==> src/rtl/cpu_per_pkg.sv <==
// Shared encodings for the CPU / peripheral four-phase send/ack channel.
// Used by the CPU-side FSMs, the peripheral FSM and the channel arbiter.
package cpu_per_pkg;

    localparam int unsigned DEF_DW = 2;

    typedef enum logic [1:0] {
        IDLE = 2'b00,
        REQ  = 2'b01,
        ACKD = 2'b10,
        REL  = 2'b11
    } arb_state_e;

endpackage

==> src/rtl/rr_pick.sv <==
// Combinational round-robin selector: first set request at or after ptr_i, cyclic.
module rr_pick #(
    parameter int unsigned N  = 2,
    parameter int unsigned PW = 1
) (
    input  logic [N-1:0]  req_i,
    input  logic [PW-1:0] ptr_i,
    output logic [N-1:0]  win_o,
    output logic          valid_o
);

    logic [PW-1:0] idx;

    always_comb begin
        win_o   = '0;
        valid_o = 1'b0;
        idx     = '0;
        for (int unsigned k = 0; k < N; k++) begin
            idx = PW'((32'(ptr_i) + k) % N);
            if (!valid_o && req_i[idx]) begin
                win_o[idx] = 1'b1;
                valid_o    = 1'b1;
            end
        end
    end

endmodule

==> src/rtl/handshake_arbiter.sv <==
// Round-robin arbiter sharing one four-phase send/ack peripheral channel
// between N_REQ requesters, with ack timeout and completed-transfer counter.
module handshake_arbiter
    import cpu_per_pkg::*;
#(
    parameter int unsigned N_REQ     = 2,
    parameter int unsigned DW        = DEF_DW,
    parameter int unsigned TO_CYCLES = 255,
    parameter int unsigned CW        = 8
) (
    input  logic                clk2,
    input  logic                rst2,
    input  logic [N_REQ-1:0]    req_send,
    input  logic [N_REQ*DW-1:0] req_dado,
    output logic [N_REQ-1:0]    req_ack,
    output logic [N_REQ-1:0]    req_err,
    output logic                per_send,
    output logic [DW-1:0]       per_dado,
    input  logic                per_ack,
    output logic [N_REQ-1:0]    grant,
    output logic                busy,
    output logic [CW-1:0]       xfer_cnt
);

    localparam int unsigned PW      = (N_REQ < 2) ? 1 : $clog2(N_REQ);
    localparam int unsigned TOW     = (TO_CYCLES < 2) ? 1 : $clog2(TO_CYCLES + 1);
    localparam int unsigned TO_LAST = (TO_CYCLES == 0) ? 0 : TO_CYCLES - 1;

    arb_state_e       state_q;
    logic [PW-1:0]    rr_ptr_q;
    logic [TOW-1:0]   to_cnt_q;
    logic             to_flag_q;
    logic [N_REQ-1:0] grant_q;
    logic [N_REQ-1:0] ack_q;
    logic [N_REQ-1:0] err_q;
    logic             per_send_q;
    logic [DW-1:0]    per_dado_q;
    logic             busy_q;
    logic [CW-1:0]    xfer_cnt_q;

    logic [N_REQ-1:0] pick_oh_c;
    logic             pick_vld_c;
    logic [DW-1:0]    pick_dado_c;
    logic [PW-1:0]    own_idx_c;
    logic [PW-1:0]    rr_next_c;
    logic             own_send_c;

    rr_pick #(
        .N  (N_REQ),
        .PW (PW)
    ) u_rr_pick (
        .req_i   (req_send),
        .ptr_i   (rr_ptr_q),
        .win_o   (pick_oh_c),
        .valid_o (pick_vld_c)
    );

    // Winner's data word and the current owner's index, both from one-hot vectors.
    always_comb begin
        pick_dado_c = '0;
        own_idx_c   = '0;
        for (int i = 0; i < int'(N_REQ); i++) begin
            if (pick_oh_c[i]) pick_dado_c = pick_dado_c | req_dado[i*DW +: DW];
            if (grant_q[i])   own_idx_c   = own_idx_c | PW'(i);
        end
        rr_next_c  = (own_idx_c == PW'(N_REQ - 1)) ? '0 : own_idx_c + PW'(1);
        own_send_c = |(req_send & grant_q);
    end

    always_ff @(posedge clk2 or negedge rst2) begin
        if (!rst2) begin
            state_q    <= IDLE;
            rr_ptr_q   <= '0;
            to_cnt_q   <= '0;
            to_flag_q  <= 1'b0;
            grant_q    <= '0;
            ack_q      <= '0;
            err_q      <= '0;
            per_send_q <= 1'b0;
            per_dado_q <= '0;
            busy_q     <= 1'b0;
            xfer_cnt_q <= '0;
        end else begin
            case (state_q)
                IDLE: begin
                    // A still-high ack from a previous owner blocks new grants.
                    if (pick_vld_c && !per_ack) begin
                        grant_q    <= pick_oh_c;
                        per_dado_q <= pick_dado_c;
                        per_send_q <= 1'b1;
                        busy_q     <= 1'b1;
                        to_cnt_q   <= '0;
                        to_flag_q  <= 1'b0;
                        state_q    <= REQ;
                    end
                end
                REQ: begin
                    if (per_ack) begin
                        ack_q   <= grant_q;
                        err_q   <= '0;
                        state_q <= ACKD;
                    end else if (TO_CYCLES != 0 && to_cnt_q == TOW'(TO_LAST)) begin
                        per_send_q <= 1'b0;
                        ack_q      <= grant_q;
                        err_q      <= grant_q;
                        to_flag_q  <= 1'b1;
                        state_q    <= ACKD;
                    end else begin
                        to_cnt_q <= to_cnt_q + TOW'(1);
                    end
                end
                ACKD: begin
                    if (!own_send_c) begin
                        ack_q      <= '0;
                        err_q      <= '0;
                        per_send_q <= 1'b0;
                        state_q    <= REL;
                    end
                end
                REL: begin
                    if (!per_ack) begin
                        grant_q  <= '0;
                        rr_ptr_q <= rr_next_c;
                        busy_q   <= 1'b0;
                        if (!to_flag_q) xfer_cnt_q <= xfer_cnt_q + CW'(1);
                        state_q  <= IDLE;
                    end
                end
                default: state_q <= IDLE;
            endcase
        end
    end

    assign req_ack  = ack_q;
    assign req_err  = err_q;
    assign per_send = per_send_q;
    assign per_dado = per_dado_q;
    assign grant    = grant_q;
    assign busy     = busy_q;
    assign xfer_cnt = xfer_cnt_q;

endmodule

==> config.mk <==
export PLATFORM = sky130hd
export DESIGN_NAME = handshake_arbiter
export DESIGN_NICKNAME = d
export VERILOG_FILES = /design/src/rtl/cpu_per_pkg.sv /design/src/rtl/rr_pick.sv /design/src/rtl/handshake_arbiter.sv
export SDC_FILE = /design/constraint.sdc
export NUM_CORES = 1
export LEC_CHECK = 0
export CORE_MARGIN = 8
export CORE_UTILIZATION = 53
export CTS_BUF_LIST = sky130_fd_sc_hd__clkbuf_8 sky130_fd_sc_hd__clkbuf_16
export CTS_CLUSTER_SIZE = 28
export DETAILED_ROUTE_END_ITERATION = 12
export HOLD_SLACK_MARGIN = 0.08
export PLACE_DENSITY = 0.83
export SLEW_MARGIN = 20
export SYNTH_ARGS = -nofsm -noshare
export SYNTH_HDL_FRONTEND = slang
export SYNTH_SLANG_ARGS = --single-unit
==> constraint.sdc <==
create_clock -name clk2 -period 2.6 [get_ports clk2]
set_input_delay 0.52 -clock clk2 [delete_from_list [all_inputs] [get_ports clk2]]
set_output_delay 0.52 -clock clk2 [all_outputs]
set_load 0.02 [all_outputs]
## After elaboration in Yosys (flattened, before gate mapping)

Cells that the tools add are included.

| storage, ports and cells | value |
|---|---|
| bits in registers | 30 |
| bits of input ports | 9 |
| word-level logic and storage cells | 101 |

| cells by class | value |
|---|---|
| add/sub/neg operators | 4 |
| $lt $le $gt $ge | 4 |
| equality and inequality tests | 11 |
| mux-type cells | 45 |
| bitwise logic cells | 5 |
| reduce and logical (&&, ||, !) cells | 21 |

Operators by type and width:

| kind | number |
|---|---|
| $mux W2 | 14 |
| $mux W8 | 3 |
| $mux W1 | 18 |
| $add A8 B1 Y8 const B | 2 |
| $pmux W8 S2 | 1 |
| $ne A2 B2 Y1 const B | 6 |
| $pmux W2 S2 | 3 |
| $reduce_and A4 Y1 | 3 |
| $reduce_and A3 Y1 | 3 |
| $eq A8 B8 Y1 const B | 1 |
| $pmux W2 S4 | 1 |
| $reduce_bool A2 Y1 | 3 |
| $reduce_and A5 Y1 | 1 |
| $eq A2 B2 Y1 const B | 2 |
| $logic_and A1 B1 Y1 | 4 |
| $lt A1 B2 Y1 const B | 2 |
| $or A2 B2 Y2 | 2 |
| $pmux W1 S2 | 2 |
| $reduce_and A2 Y1 | 2 |
| $ne A3 B3 Y1 const B | 1 |
| $pmux W1 S3 | 1 |
| $reduce_bool A3 Y1 | 1 |
| $add A1 B1 Y1 const B | 2 |
| $and A2 B2 Y2 | 1 |
| 7 further kinds | 11 |

## Logic depth before layout (Yosys ltp)

| depth | value |
|---|---|
| depth after elaboration | 10 |
| mapped depth | 8 |
| mapped depth without buffers | 6 |

## By module

Synthesis repeated with hierarchy kept, for this count alone.

| unflattened totals | value |
|---|---|
| cell total of the unflattened synthesis | 157 |
| area, all modules | 1619.1 um^2 |

By module, submodules not included:

| module | instances | cells each | area each (um^2) | sequential area each (um^2) |
|---|---|---|---|---|
| handshake_arbiter | 1 | 153 | 1594.0 | 750.7 |
| rr_pick | 1 | 4 | 25.0 | 0.0 |

## Worst setup path after synthesis

OpenSTA, ideal clock, no wires.

| path | value |
|---|---|
| path kind | register to register |
| from | register state_q[0] |
| to | register to_cnt_q[2] |
| setup time | 0.078 ns |
| data arrival time | 1.848 ns |
| data required time | 2.522 ns |
| slack | 0.675 ns |
| stages on the path, launching flop included | 9 |
| period minus slack after synthesis | 1.925 ns |
| path through | dfrtp_1 inv_1 ha_1 buf_2 nor2_1 or3_4 buf_6 or4_1 a21boi_1 |

| on the way | value |
|---|---|
| cells in the longest elaborated chain, start to end | 3 |

Ends and longest elaborated chain:

| item | RTL line | text |
|---|---|---|
| start, declared | handshake_arbiter.sv:29 | `arb_state_e state_q;` |
| start signal, assigned | handshake_arbiter.sv:72 | `state_q <= IDLE;` |
| start signal, assigned | handshake_arbiter.sv:94 | `state_q <= REQ;` |
| start signal, assigned | handshake_arbiter.sv:101 | `state_q <= ACKD;` |
| $eq A2 B1 Y1 or $logic_not A2 Y1 (tied branches) | handshake_arbiter.sv:84 | `case (state_q)` |
| $ne A2 B2 Y1 (no line) or $reduce_bool A2 Y1 (tied branches) | n/a |  |
| $reduce_and A4 Y1 (no line) | n/a |  |
| end signal, assigned | handshake_arbiter.sv:109 | `to_cnt_q <= to_cnt_q + TOW'(1);` |
| end, declared | handshake_arbiter.sv:31 | `logic [TOW-1:0] to_cnt_q;` |

Parallel ways exist; a longest one is shown, timed or not.
A chain may end at the register's enable or synchronous reset.

## Worst setup path after layout

| path | value |
|---|---|
| from | register state_q[0] |
| to | register to_cnt_q[7] |

Same word-level chain as after synthesis.

==> flow_summary.toml <==
[sta]
fin_crit_ns = 2.28
final_hold_viol_count = 0
setup_violations = 0
fin_setup_tns_ns = 0
final_max_slew_viol_count = 0
timing.hold.ws_ns = 0.483
fin_crit_sh_pct = 87.5
max_slew.worst_pin.slew_ns = 0.536
rsz0062_at_grt = "false"
finClkSkew_ns = 0.00925
clock.fmax_mhz = 440
relSlewSlack_pct = 63.9

[setup_path]
worstSetupStartpointType = "flip-flop"
end_kind = "flip-flop"
slowest_stage = "or4_1"
path_cells = "inv_1 -> ha_1 -> nor3b_2 -> or3_4 -> or4_1 -> a21boi_1"
worst-r2r-cell-count = 6
critical_path_required_ns = 2.81
max_stage_delay_ns = 0.51
worstPathArrival_ns = 2.49
cp_max_fo = 12
r2r_setup_slack_ns = 0.32
critPathKind = "flip-flop to flip-flop"

[drt]
vias = 1373
drc = 0
drtAntennaViolNets = 0
viasPerCell = 5.77
wirelength_um = 3560
drtPass1Iterations = 4
drtIter0Drc = 56
wire_per_inst_um = 15.0

[synthesis]
synth_seq_cells = 30
syn_avg_cell_area_sq_um = 10.3
ys_warn_count = 0
ys_types = 41
ys_async_sr_fraction_pct = 100
yosysSeqAreaShare_pct = 45.1
synthCells = 162
synth_flop_cell = "dfrtp_1"
synthesis.nets = 180
synth_area_sq_um = 1660
synth_edf_count = 0

[place]
placed_cell_area_sq_um = 1970
dp_hpwl_um = 2580
portBuffers = 26
gp_congestion = 0.858

[global_route]
grt-ovfl-total = 0
grt_max_degree = 31
grt_pass1_vias = 1360
grt_first_pass_wirelength_um = 6290
antenna_found_initial = 0
grtUsageTotal_pct = 15.1

[cts]
cts_tree = "done"
cts_resized = 0
clock-sinks = 30
clk_pin_slew_worst_paths_ns = 0.07
ctsHoldBuffers = 0
post_cts_buffers = 0
insertion_delay_ns = 0.28
cts_buffers = 5
cts_max_level = 2
cts-root-buf = "clkbuf_8"
clockBufferDepth = 2

[die]
row_count = 20
coreArea_sq_um = 3030
initial_core_util_pct = 54.9
die_area_sq_um = 5190
ios = 27
die_w_um = 72.0
die_y_um = 72.0

[power]
ir_drop_v = 0.000729
power_leakage_nw = 0.894
power_density_nw_per_um2 = 1100

[final_layout]
final_nets = 212
syn_to_final_growth_pct = 25.4
fillCellCount = 239
stdcell_area_sq_um = 2080
diodes = 0
drive_gt1_share_pct = 9.28

[flow_run]
maxCapViolations = 0

[min_path]
worstHoldPathType = "flip-flop to flip-flop"
holdPathStages = 1

[run_status]
status = "finished, final reports clean"
-- synthesized netlist by cell type (4+ instances only) --
library cell	number	area share (%)
nor2_1	8	1.8
nand3_1	4	1.2
a22o_1	6	3.2
nand2_1	16	3.6
o21ai_0	10	3.0
a21boi_1	4	1.8
dfrtp_1	30	45
mux2i_1	7	4.2
nand4_1	5	1.9
ha_1	9	6.8
inv_1	8	1.8
xnor2_1	4	2.1
-- stage by stage --
step / setup slack, ns / cells / total power (W) / utilization, %
global route: 0.203 / 238 / 0.00245 / 68.8
global placement: 0.278 / 231 / 0.00177 / 65.1
finish: 0.325 / 238 / 0.00229 / 68.8
CTS: 0.341 / 238 / 0.00231 / 68.8
floorplan: 0.675 / 162 / 0.00145 / -
detailed placement: 0.240 / 231 / 0.00181 / 65.1
-- final timing paths --
path / from / endpoint
max: state_q[0] / to_cnt_q[7]
min: xfer_cnt[7] / xfer_cnt[7]
max reg2reg: state_q[0] / to_cnt_q[7]
min reg2reg: xfer_cnt[7] / xfer_cnt[7]
max in group asynchronous: rst2 / state_q[1]
min in group asynchronous: rst2 / to_cnt_q[4]
-- registers in the layout (all words and copies together), names as in the netlist --
signal / flops
per_dado: 2
state_q: 2
busy: 1
grant: 2
req_ack: 2
req_err: 2
rr_ptr_q: 1
to_cnt_q: 8
to_flag_q: 1
per_send: 1
xfer_cnt: 8
-- kinds of logic (layout without fill, tap and decap cells) --
logic type | count (synthesis) | count (layout) | share of synthesized area, %
multiplexers | 9 | 9 | 5.57
buffers and inverters | 13 | 45 | 3.99
adder cells (fa/ha/maj) | 9 | 9 | 6.77
XOR/XNOR | 7 | 7 | 3.69
flip-flops | 30 | 30 | 45.1
AND/OR/NAND/NOR | 55 | 55 | 17.8
AO/OA/AOI/OAI | 39 | 39 | 17.0
-- report_power, final --
group | leakage [nW] | switching, W | internal, W
logic | 0.444 | 0.000539 | 0.000476
registers | 0.392 | 0.000171 | 0.000630
clock network | 0.0573 | 0.000172 | 0.000306
total | 0.894 | 0.000882 | 0.00141
-- final cells by class --
class / count / area, sq um / share of cell area [%]
inverters: 8 / 30.0 / 1.44
flip-flops and latches: 30 / 751 / 36.0
clock inverters: 1 / 30.0 / 1.44
well taps: 44 / 55.1 / 2.64
repair buffers: 30 / 290 / 13.9
clock buffers: 6 / 82.6 / 3.96
multi-input cells: 119 / 846 / 40.6
-- worst max-delay path, delay by kind of cell (launching register included) --
family,cells,cell delay (ns)
adder cells (fa/ha/maj),1,0.34
AO/OA/AOI/OAI,1,0.15
AND/OR/NAND/NOR,3,1.18
buffers and inverters,1,0.12
flip-flops,1,0.41
-- cells in the final DEF, fill, tap and decap left out, types with 2 or more instances in the layout --
cell / n
dfrtp_1: 30
clkdlybuf4s50_1: 26
nand2_1: 16
o21ai_0: 10
ha_1: 9
inv_1: 8
nor2_1: 8
mux2i_1: 7
a22o_1: 6
clkbuf_8: 6
nand4_1: 5
nand3_1: 4
xnor2_1: 4
a21boi_1: 4
buf_4: 4
nand2b_1: 3
nor4_1: 3
xor2_1: 3
o31ai_1: 3
or4_1: 3
nor3_1: 3
nor3b_1: 2
mux2_2: 2
and3_1: 2
a31oi_1: 2
a21oi_1: 2
nand3b_1: 2
a32oi_1: 2
o2bb2ai_1: 2
-- layer usage --
layer | global-route usage [%] | wire, um | part of all wire, %
met3 | 6.20 | 248 | 7.0
met4 | 5.44 | 44 | 1.2
met5 | 0 | 0 | 0
met1 | 17.2 | 1550 | 44
met2 | 24.9 | 1710 | 48
Power figures use the tool's default switching activity.
